--- config.mk ---
export PLATFORM = sky130hd
export DESIGN_NAME = seq_divider
export DESIGN_NICKNAME = d
export VERILOG_FILES = /design/src/rtl/seq_divider_pkg.sv /design/src/rtl/seq_divider_div_step.sv /design/src/rtl/seq_divider.sv
export SDC_FILE = /design/constraint.sdc
export NUM_CORES = 1
export LEC_CHECK = 0
export CAP_MARGIN = 15
export CORE_MARGIN = 2
export CORE_UTILIZATION = 40
export DETAILED_ROUTE_END_ITERATION = 10
export PLACE_DENSITY = 0.73
export SYNTH_ARGS = -nofsm -noshare
export SYNTH_HDL_FRONTEND = slang
export SYNTH_SLANG_ARGS = --single-unit
--- constraint.sdc ---
create_clock -name clk -period 2.83 [get_ports clk]
set_clock_uncertainty 0.1 [all_clocks]
set_input_delay 0.566 -clock clk [delete_from_list [all_inputs] [get_ports clk]]
set_output_delay 0.566 -clock clk [all_outputs]
set_load 0.05 [all_outputs]
--- src/rtl/seq_divider_pkg.sv ---
// Shared definitions for the sequential restoring divider.
// Holds the FSM state encoding, the default operand width and the
// counter-width helper used to size the step counter.
package seq_divider_pkg;

  // Default operand/result width in bits
  localparam int DIV_N = 4;

  // Divider control states
  typedef enum logic [1:0] {
    ST_IDLE = 2'd0,
    ST_RUN  = 2'd1,
    ST_DONE = 2'd2
  } div_state_t;

  // Ceiling log2, minimum 1, so a counter of this width can hold 0..v-1
  function automatic int clog2(input int v);
    int r;
    r = 1;
    while ((1 << r) < v) begin
      r = r + 1;
    end
    return r;
  endfunction

endpackage

--- src/rtl/seq_divider_div_step.sv ---
// One combinational iteration of the restoring division.
// Latency: combinational. Backpressure: none (pure function of its inputs).
// Forms the (N+1)-bit trial subtraction of the divisor from the partial
// remainder shifted left with the next dividend bit, and restores on borrow.
module div_step #(
  parameter int N = 4
) (
  input  logic [N-1:0] i_rr,    // partial remainder (bit N is always 0, not stored)
  input  logic         i_qmsb,  // next dividend bit shifted in
  input  logic [N-1:0] i_b,     // divisor
  output logic [N-1:0] o_rr,    // next partial remainder
  output logic         o_qbit   // quotient bit produced this step
);

  logic [N:0] w_shifted;
  logic [N:0] w_trial;

  assign w_shifted = {i_rr, i_qmsb};
  assign w_trial   = w_shifted - {1'b0, i_b};

  // Keep the difference when no borrow occurred, otherwise restore the shifted value.
  // In both cases the result is below the divisor, so it always fits in N bits.
  always_comb begin
    o_qbit = ~w_trial[N];
    o_rr   = w_trial[N] ? w_shifted[N-1:0] : w_trial[N-1:0];
  end

endmodule

--- src/rtl/seq_divider.sv ---
// Sequential unsigned restoring divider: one quotient bit per clock.
// Latency: N+1 edges from accepted start to the done pulse; start ignored while busy.
// Optional macro SEQ_DIVIDER_DZ_DETECT_EN: divide-by-zero short-cut and Dz flag.
module seq_divider
  import seq_divider_pkg::*;
#(
  parameter int N = DIV_N
) (
  input  logic         clk,
  input  logic         rst,
  input  logic         start,
  input  logic [N-1:0] A,
  input  logic [N-1:0] B,
  output logic         busy,
  output logic         done,
  output logic [N-1:0] Q,
  output logic [N-1:0] R,
  output logic         Dz
);

  localparam int CW = clog2(N);
  localparam logic [CW-1:0] LAST_STEP = CW'(N - 1);

  div_state_t    r_state;
  logic [CW-1:0] r_cnt;
  logic [N-1:0]  r_div;    // captured divisor
  logic [N-1:0]  r_qs;     // dividend in, quotient out, shifting left
  logic [N-1:0]  r_rr;     // partial remainder (its bit N is provably 0)
  logic          r_busy;
  logic          r_done;
  logic [N-1:0]  r_q;
  logic [N-1:0]  r_r;

  logic [N-1:0]  w_rr_nxt;
  logic          w_qbit;
  logic [N-1:0]  w_qs_nxt;

  div_step #(.N(N)) u_step (
    .i_rr   (r_rr),
    .i_qmsb (r_qs[N-1]),
    .i_b    (r_div),
    .o_rr   (w_rr_nxt),
    .o_qbit (w_qbit)
  );

  assign w_qs_nxt = {r_qs[N-2:0], w_qbit};

`ifdef SEQ_DIVIDER_DZ_DETECT_EN
  logic r_dz;
  assign Dz = r_dz;
`else
  assign Dz = 1'b0;
`endif

  // Control FSM, datapath registers and registered outputs
  always_ff @(posedge clk) begin
    if (rst) begin
      r_state <= ST_IDLE;
      r_cnt   <= '0;
      r_div   <= '0;
      r_qs    <= '0;
      r_rr    <= '0;
      r_busy  <= 1'b0;
      r_done  <= 1'b0;
      r_q     <= '0;
      r_r     <= '0;
`ifdef SEQ_DIVIDER_DZ_DETECT_EN
      r_dz    <= 1'b0;
`endif
    end else begin
      r_done <= 1'b0;
      case (r_state)
        // A new request is accepted both from IDLE and in the DONE cycle
        ST_IDLE, ST_DONE: begin
          if (start) begin
            r_div <= B;
            r_qs  <= A;
            r_rr  <= '0;
            r_cnt <= '0;
`ifdef SEQ_DIVIDER_DZ_DETECT_EN
            if (B == '0) begin
              // Zero divisor bypasses the iteration entirely
              r_state <= ST_DONE;
              r_busy  <= 1'b0;
              r_done  <= 1'b1;
              r_q     <= '1;
              r_r     <= A;
              r_dz    <= 1'b1;
            end else begin
              r_state <= ST_RUN;
              r_busy  <= 1'b1;
            end
`else
            r_state <= ST_RUN;
            r_busy  <= 1'b1;
`endif
          end else begin
            r_state <= ST_IDLE;
          end
        end

        // One shift-and-subtract step per cycle; the last step publishes the result
        ST_RUN: begin
          r_rr <= w_rr_nxt;
          r_qs <= w_qs_nxt;
          if (r_cnt == LAST_STEP) begin
            r_state <= ST_DONE;
            r_busy  <= 1'b0;
            r_done  <= 1'b1;
            r_q     <= w_qs_nxt;
            r_r     <= w_rr_nxt;
`ifdef SEQ_DIVIDER_DZ_DETECT_EN
            r_dz    <= 1'b0;
`endif
          end else begin
            r_cnt <= r_cnt + CW'(1);
          end
        end

        default: begin
          r_state <= ST_IDLE;
          r_busy  <= 1'b0;
        end
      endcase
    end
  end

  assign busy = r_busy;
  assign done = r_done;
  assign Q    = r_q;
  assign R    = r_r;

endmodule
==> impl_metrics.csv, run 1 <==
group,metric,value,unit
yosys,synth_common_cells,"nand2_1, dfxtp_1, nor2_1",
clocking,cts_root_buf,"clkbuf_4",
yosys,synth_area_leaders,"dfxtp_1, nand2_1, a21oi_1",
power,clockPowerShare,0.313,
sta,setup_violations,0,
yosys,synth-edff-count,0,
yosys,ys.flop_type,"dfxtp_1",
clocking,clockBufferDepth,2,
global_routing,track_usage,0.162,
placed_design,preCtsSetupSlack,459,ps
setup_path,worstPathMaxFanout,6,
sta,rsz0062_at_grt,"no",
setup_path,cp-end-kind,"flop",
setup_path,critical-path-slowest-cell,"fa_1",
power,switching_share,0.268,
die,die_area,3370,µm²
global_routing,grt_pass1_vias,1057,
clocking,tritoncts,"done",
sta,setup_slack,431,ps
power,intPower,0.000598,W
power,p_comb_frac,0.199,
power,power_leakage,0.555,nW
placed_design,placed_cell_area,1400,µm²
sta,worstMarginPinSlew,612,ps
clocking,cts_setup_buffers,0,
cells_and_area,synthToLayoutAreaGrowth,23.9,%
power,seqPwrFrac,0.488,
route,dr.pass1.iters,4,
global_routing,grt_pass1_wl,4300,µm
yosys,yosys.cell_count.top_type,"nand2_1",
power,irDropWorstVdd,434,µV
outcome,outcome,"completed",
yosys,synth_area_per_cell,8.67,µm²
cells_and_area,num_antenna_cells,0,
die,core,2760,µm²
setup_path,start_kind,"flop",
run,drv_cap,0,
global_routing,antenna_found_initial,0,
clocking,postCtsHoldBufs,0,
route,drc,0,
setup_path,crit_arrival,2490,ps
sta,post-route-period-util,0.848,
setup_path,crit_path_max_incr_delay,410,ps
die,rows,19,
setup_path,path_cells,"inv_1 -> ha_1 -> fa_1 -> nand2b_1 -> a21oi_2 -> xor2_4 -> mux2i_1 -> a211oi_2",
power,switchingPower,0.000219,W
clocking,post_cts_resized,0,
yosys,syn_nets,152,
placed_design,dpl.hpwl,1750,µm
clocking,cts.sinks,26,
route,wl,2360,µm
die,die_h,58.1,µm
power,pwr_density_cell,564,nW/µm²
power,finalPower,0.000817,W
die,num_io_pins,22,
clocking,worstSkewPairLatency,320,ps
sta,slew_headroom,0.591,
yosys,syn_area,1170,µm²
sta,fin_setup_tns,0,ps
setup_path,crit_required,2920,ps
placed_design,gp_congestion,0.859,
yosys,synth-async-reset-ratio,0,
min_path,hold_path.class,"flop to flop",
global_routing,grt_start_max_net_pins,16,
setup_path,worst-setup-path-type,"flop to flop",
yosys,syn_inst,135,
yosys,synth_top_area_frac,0.445,
die,fp.dieW,58.1,µm
yosys,synthDistinctLibCells,29,
cells_and_area,drive_gt1_frac,0.0779,
cells_and_area,final_area,1450,µm²
yosys,yosysWarnings,0,
route,vias,976,
clocking,cts_buffers,3,
die,start_util,0.424,
route,drtAntennaViolNets,0,
yosys,synth_top_cell_by_area,"dfxtp_1",
clocking,path_clk_slew,150,ps
route,via_per_inst,5.28,
yosys,synth_seq_cells,26,
placed_design,io_buffers,20,
route,drt_iter0_drc,12,
sta,fmax,417,MHz
global_routing,grt_overflow_total,0,
sta,period_needed,2400,ps
sta,slew_viol_final,0,
cells_and_area,layout.nets,172,
route,wire_per_inst,12.8,µm
sta,hold_viol_final,0,
clocking,htreeDepth,1,
yosys,synth_seq_area_share,0.445,
## cells by family after synthesis
family	after synthesis	synth area share
other cells	1	0.00321
compound gates	28	0.170
fa+ha+maj	6	0.0706
xor+xnor	3	0.0385
buf+inv	13	0.0460
flops	26	0.445
simple gates	54	0.193
mux	4	0.0342
## stage by stage
step	utilization	instances	hold slack, ps
3_5_place_dp	0.506	181	346
2_1_floorplan	-	135	336
5_1_grt	0.525	185	405
6_report	0.525	185	364
3_3_place_gp	0.506	181	344
4_1_cts	0.525	185	365
## power by group through the flow
stage,clock (W),combinational (W),sequential [W]
3_3_place_gp,0,0.000155,0.000406
3_5_place_dp,0,0.000161,0.000407
5_1_grt,0.000275,0.000181,0.000402
6_report,0.000256,0.000163,0.000398
2_1_floorplan,0,0.000117,0.000408
4_1_cts,0.000260,0.000162,0.000399
## sequential cells by signal, indices dropped and copies added (netlist names)
register,cells
r_state,2
done,1
r_qs,4
Q,4
R,4
r_div,4
r_cnt,2
busy,1
r_rr,4
## final cells by class
type | count | area (µm²)
Multi-Input combinational cell | 96 | 596
Clock buffer | 3 | 22.5
Tap cell | 31 | 38.8
Timing Repair Buffer | 23 | 223
Clock inverter | 1 | 30.0
Fill cell | 261 | 1310
Sequential cell | 26 | 520
Inverter | 5 | 18.8
## worst max-delay path, delay by kind of cell, from the launching register on
family	cells	cell delay, ps
simple gates	1	180
fa+ha+maj	2	610
flops	1	360
xor+xnor	1	270
buf+inv	1	60
mux	1	340
compound gates	2	350
## routing by layer
layer	GRT usage	routed length (µm)	up-vias
li1	-	-	489
met1	0.200	1080	447
met2	0.276	1130	33
met3	0.0223	119	7
met4	0.0797	41	0
met5	0	0	-
## worst paths after layout
check	startpoint	to	slack, ps	cells after the start
worst min register to register	r_div[3]$_SDFFE_PP0P_	r_div[3]$_SDFFE_PP0P_	360	2
worst max-delay path	r_qs[3]$_SDFFE_PP0P_	r_rr[2]$_SDFFE_PP0P_	430	8
worst min-delay path	r_div[3]$_SDFFE_PP0P_	r_div[3]$_SDFFE_PP0P_	360	2
worst max register to register	r_qs[3]$_SDFFE_PP0P_	r_rr[2]$_SDFFE_PP0P_	430	8
## layout by cell type, fill, tap and decap left out, drive strengths merged
cell           count
bufinv             1
nor3               2
a211oi             3
nor2b              2
fa                 1
inv                5
clkdlybuf4s50     20
a311oi             3
conb               1
a22o               4
nand3              1
nand3b             1
dfxtp             26
o31ai              1
clkbuf             3
nand2b             3
nor2              16
xor2               2
o211ai             1
nand2             28
buf                3
and2               1
a21oi             14
o21ai              1
xnor2              1
ha                 5
mux2i              4
a31oi              1
Power figures use the tool's default switching activity.
==> run 2: changes to the inputs <==
--- a/config.mk
+++ b/config.mk
@@ -9,7 +9,7 @@
 export CORE_MARGIN = 2
 export CORE_UTILIZATION = 40
 export DETAILED_ROUTE_END_ITERATION = 10
-export PLACE_DENSITY = 0.73
+export PLACE_DENSITY = 0.75
 export SYNTH_ARGS = -nofsm -noshare
 export SYNTH_HDL_FRONTEND = slang
 export SYNTH_SLANG_ARGS = --single-unit
==> constraint.sdc (replaced) <==
create_clock -name clk -period 2 [get_ports clk]
set_clock_uncertainty 0.1 [all_clocks]
set_input_delay 0.4 -clock clk [delete_from_list [all_inputs] [get_ports clk]]
set_output_delay 0.4 -clock clk [all_outputs]
set_load 0.05 [all_outputs]
==> impl_metrics.csv, run 2 (synthesis gave the netlist of run 1 again) <==
group,metric,value,unit
placed_design,dpl.hpwl,1880,µm
global_routing,grt_pass1_wl,4270,µm
clocking,clockBufferDepth,2,
route,vias,991,
route,wl,2540,µm
cells_and_area,final_common_cell,"nand2_1",
die,die_h,58.1,µm
sta,setup_slack,-122,ps
setup_path,ff2ff_path_depth,9,
clocking,tritoncts,"done",
sta,slew_headroom,0.656,
cells_and_area,multi_input_area,662,µm²
outcome,violations,"setup timing",
global_routing,met1_usage,0.216,
die,core,2760,µm²
placed_design,preCtsSetupSlack,-147,ps
die,fp.dieW,58.1,µm
cells_and_area,drive_gt1_frac,0.198,
global_routing,use_met3,0.0223,
clocking,cts_root_buf,"clkbuf_4",
cells_and_area,instances_no_fill,193,
route,wire_per_inst,13.1,µm
die,rows,19,
setup_path,crit_arrival,2300,ps
die,die_area,3370,µm²
global_routing,grt_busiest_layer,"met2",
route,drtAntennaViolNets,0,
die,start_util,0.424,
setup_path,cp-end-kind,"flop",
sta,period_needed,2120,ps
global_routing,antenna_found_initial,0,
route,drt_iter0_drc,12,
setup_path,crit_required,2180,ps
sta,post-route-period-util,1.06,
cells_and_area,num_antenna_cells,0,
global_routing,grt_start_max_net_pins,15,
route,drc,0,
cells_and_area,synthToLayoutAreaGrowth,35.2,%
sta,slew_viol_final,0,
power,irDropWorstVdd,525,µV
min_path,holdPathEnd,"Q[3]$_SDFFE_PP0P_",
power,power_leakage,0.706,nW
global_routing,use_met2,0.279,
sta,hold_viol_final,0,
global_routing,track_usage,0.163,
global_routing,grt_pass1_vias,974,
clocking,cts_buffers,3,
route,via_per_inst,5.13,
clocking,path_clk_slew,140,ps
die,num_io_pins,22,
global_routing,grt_overflow_total,0,
power,pwr_density_cell,745,nW/µm²
route,dr.pass1.iters,4,
outcome,outcome,"finished with violations",
cells_and_area,seqCellArea,522,µm²
placed_design,io_buffers,20,
cells_and_area,final_cell_mix,"nand2_1, dfxtp_1, nor2_1, a21oi_1, buf_4",
setup_path,r2r_setup_slack,-120,ps
sta,fmax,471,MHz
placed_design,gp_congestion,0.849,
sta,holdWs,365,ps
setup_path,start_kind,"flop",
min_path,min_from,"Q[3]$_SDFFE_PP0P_",
setup_path,worstPathMaxFanout,5,
setup_path,r2r_end,"r_rr[1]$_SDFFE_PP0P_",
power,finalPower,0.00118,W
cells_and_area,layout.nets,180,
clocking,worstSkewPairLatency,320,ps
sta,worstMarginPinSlew,515,ps
min_path,hold_depth,2,
min_path,hold_path.class,"flop to flop",
cells_and_area,fillCellCount,237,
clocking,postCtsHoldBufs,0,
setup_path,worst-setup-path-type,"flop to flop",
setup_path,timing.rr.start,"r_qs[3]$_SDFFE_PP0P_",
run,drv_cap,0,
sta,rsz0062_at_grt,"yes",
clocking,cts.sinks,26,
placed_design,dp_cells,186,
sta,setup_violations,9,
clocking,htreeDepth,1,
-- run 2: cell types whose count changed in the layout (fill, tap and decap cells not counted), sizes merged --
| cell | before | now |
|---|---|---|
| bufinv | 1 | 0 |
| clkdlybuf4s50 | 20 | 11 |
| dlymetal6s2s | 0 | 6 |
| clkbuf | 3 | 4 |
| buf | 3 | 13 |
| dlygate4sd2 | 0 | 1 |
-- run 2: how the worst max path moves through the flow --
stage,startpoint,endpoint,slack [ps],cells after the start
after floorplan,r_qs[3]$_SDFFE_PP0P_,R[2]$_SDFFE_PP0P_,-70,8
after detailed placement,r_qs[3]$_SDFFE_PP0P_,r_rr[1]$_SDFFE_PP0P_,-150,8
after global routing,r_qs[3]$_SDFFE_PP0P_,R[2]$_SDFFE_PP0P_,-190,9
after CTS,r_qs[3]$_SDFFE_PP0P_,r_rr[1]$_SDFFE_PP0P_,-130,8
final,r_qs[3]$_SDFFE_PP0P_,r_rr[1]$_SDFFE_PP0P_,-120,9
after global placement,r_qs[3]$_SDFFE_PP0P_,r_rr[3]$_SDFFE_PP0P_,-100,8
-- run 2: routing by layer --
layer | up-vias | wire length, µm
met4 | 0 | 16
met1 | 466 | 1190
met2 | 17 | 1240
li1 | 506 | -
met5 | - | 0
met3 | 2 | 89
-- run 2: cell type report --
cell class / count / share of cell area
multi-input combinational: 96 / 0.419
tap: 31 / 0.0245
inverter: 5 / 0.0119
timing repair buffer: 31 / 0.192
sequential: 26 / 0.330
clock buffer: 4 / 0.0229
-- run 2: stage by stage --
| step | util | cell area [µm²] | TNS (ps) |
|---|---|---|---|
| floorplan | - | 1200 | -238 |
| global placement | 0.531 | 1460 | -597 |
| detailed placement | 0.531 | 1460 | -1130 |
| CTS | 0.550 | 1520 | -1000 |
| global route | 0.574 | 1580 | -1510 |
| finish | 0.574 | 1580 | -787 |
-- run 2: what timing repair did --
| item | 4_1_cts | 5_1_grt |
|---|---|---|
| endpoints found under the setup margin | 11 | 16 |
| hold endpoints to repair | 0 | 0 |
| resized for setup | 4 | 9 |
| pin swaps | 10 | 3 |
| buffers inserted | 1 | 2 |
| cloned | 0 | 0 |
-- run 2: power breakdown --
part | leakage [nW] | switching [W] | internal (W)
sequential | 0.212 | 0.0000222 | 0.000544
clock | 0.0210 | 0.000155 | 0.000111
combinational | 0.473 | 0.000165 | 0.000181
total | 0.706 | 0.000342 | 0.000836
-- run 2: worst max-delay path, stage by stage, from the launching register on --
cell	delay, ps
dfxtp_2	360
inv_2	50
ha_4	150
fa_2	330
nand2b_4	150
a21oi_4	170
xor2_4	180
buf_12	150
mux2i_2	260
a22o_1	170
==> run 3: changes to the inputs <==
--- a/config.mk
+++ b/config.mk
@@ -6,7 +6,7 @@
 export NUM_CORES = 1
 export LEC_CHECK = 0
 export CAP_MARGIN = 15
-export CORE_MARGIN = 2
+export CORE_MARGIN = 4
 export CORE_UTILIZATION = 40
 export DETAILED_ROUTE_END_ITERATION = 10
 export PLACE_DENSITY = 0.75
==> impl_metrics.csv, run 3 (synthesis gave the netlist of run 1 again) <==
group,metric,value,unit
outcome,outcome,"finished with violations",
outcome,violations,"setup timing",
clocking,cts.sinks,26,
power,pwr_density_cell,795,nW/µm²
route,wl_met1,1180,µm
setup_path,worst-setup-path-type,"flop to flop",
sta,fmax,464,MHz
clocking,htreeDepth,1,
route,drtAntennaViolNets,0,
clocking,clockBufferDepth,2,
sta,holdWs,369,ps
die,start_util,0.421,
clocking,tritoncts,"done",
sta,post-route-period-util,1.08,
clocking,path_clk_slew,150,ps
cells_and_area,fillCellCount,244,
placed_design,gp_congestion,0.763,
cells_and_area,final_cell_mix,"nand2_1, dfxtp_1, nor2_1, buf_4, a21oi_1",
route,dr.pass1.iters,4,
sta,hold_viol_final,0,
route,maxUsedRoutingLayer,"met4",
placed_design,io_buffers,20,
die,core,2780,µm²
die,die_area,3850,µm²
cells_and_area,drive_gt1_frac,0.196,
cells_and_area,seqCellArea,522,µm²
route,wl_met3,139,µm
clocking,worstSkewPairLatency,320,ps
placed_design,dpl.hpwl,2070,µm
sta,setup_slack,-155,ps
sta,rsz0062_at_grt,"yes",
setup_path,cp-end-kind,"flop",
cells_and_area,final_common_cell,"nand2_1",
clocking,cts_buffers,3,
sta,setup_violations,10,
power,irDropWorstVdd,409,µV
cells_and_area,multi_input_area,637,µm²
route,drt_iter0_drc,38,
clocking,cts_root_buf,"clkbuf_4",
cells_and_area,final_area,1560,µm²
min_path,min_from,"Q[2]$_SDFFE_PP0P_",
global_routing,grt_pass1_wl,4600,µm
global_routing,grt_start_max_net_pins,16,
power,finalPower,0.00124,W
global_routing,grt_overflow_total,0,
cells_and_area,synthToLayoutAreaGrowth,33.3,%
route,drc,0,
route,via_per_inst,5.36,
run,drv_cap,0,
setup_path,crit_arrival,2270,ps
sta,period_needed,2160,ps
global_routing,antenna_found_initial,0,
sta,slew_headroom,0.664,
cells_and_area,layout.nets,181,
setup_path,crit_required,2120,ps
cells_and_area,num_antenna_cells,0,
setup_path,start_kind,"flop",
die,die_h,62.1,µm
route,wl,2840,µm
setup_path,timing.rr.start,"r_qs[3]$_SDFFE_PP0P_",
placed_design,placed_cell_area,1480,µm²
power,power_leakage,0.674,nW
global_routing,track_usage,0.163,
route,vias,1040,
route,met2_length,1500,µm
setup_path,crit_start,"r_qs[3]$_SDFFE_PP0P_",
min_path,hold_path.class,"flop to flop",
route,wire_per_inst,14.6,µm
sta,worstMarginPinSlew,502,ps
cells_and_area,utilization,0.561,
die,num_io_pins,22,
clocking,postCtsHoldBufs,0,
setup_path,worstPathMaxFanout,5,
die,rows,19,
global_routing,grt_pass1_vias,1009,
sta,slew_viol_final,0,
sta,fin_setup_tns,-1300,ps
die,fp.dieW,62.1,µm
## run 3: cell count changes in the layout (fill, tap and decap cells not counted), sizes merged
| cell | delta |
|---|---|
| bufinv | +1 |
| buf | +2 |
| dlymetal6s2s | -3 |
| clkbuf | -1 |
| dlygate4sd2 | +2 |
## run 3: worst max-delay path: stages (launching register included)
cell      delay [ps]
dfxtp_2          360
inv_2             50
ha_4             150
fa_2             350
nand2b_4         160
a21oi_4          180
xor2_4           290
mux2i_2          320
a211oi_2         110
## run 3: repair_timing
| action | CTS | global route |
|---|---|---|
| buffers inserted | 0 | 2 |
| resized for setup | 4 | 5 |
| setup endpoints to repair | 13 | 13 |
| pin swaps | 7 | 2 |
## run 3: where the power goes
group	internal, W	switching [W]
logic	0.000154	0.000159
clock network	0.000203	0.000158
registers	0.000544	0.0000219
total	0.000901	0.000339
## run 3: final timing paths
path,end,slack [ps],depth (start not counted)
max reg2reg,R[3]$_SDFFE_PP0P_,-160,8
min,Q[2]$_SDFFE_PP0P_,370,2
min reg2reg,Q[2]$_SDFFE_PP0P_,370,2
max,R[3]$_SDFFE_PP0P_,-160,8
## run 3: cell type report
type | instances | area share
multi-input combinational | 96 | 0.409
sequential | 26 | 0.335
timing repair buffer | 32 | 0.186
tap | 31 | 0.0249
clock inverter | 1 | 0.0193
clock buffer | 3 | 0.0144
inverter | 5 | 0.0120
## run 3: per-layer routing
layer	vias to the layer above	track usage
met3	2	0.0186
met2	31	0.286
li1	512	-
met1	495	0.201
met4	0	0.0667
met5	-	0
## run 3: metrics by stage
stage	cells	worst slack (ps)
CTS	192	-142
detailed placement	188	-183
finish	194	-155
global placement	188	-105
floorplan	135	-65.7
global route	194	-233
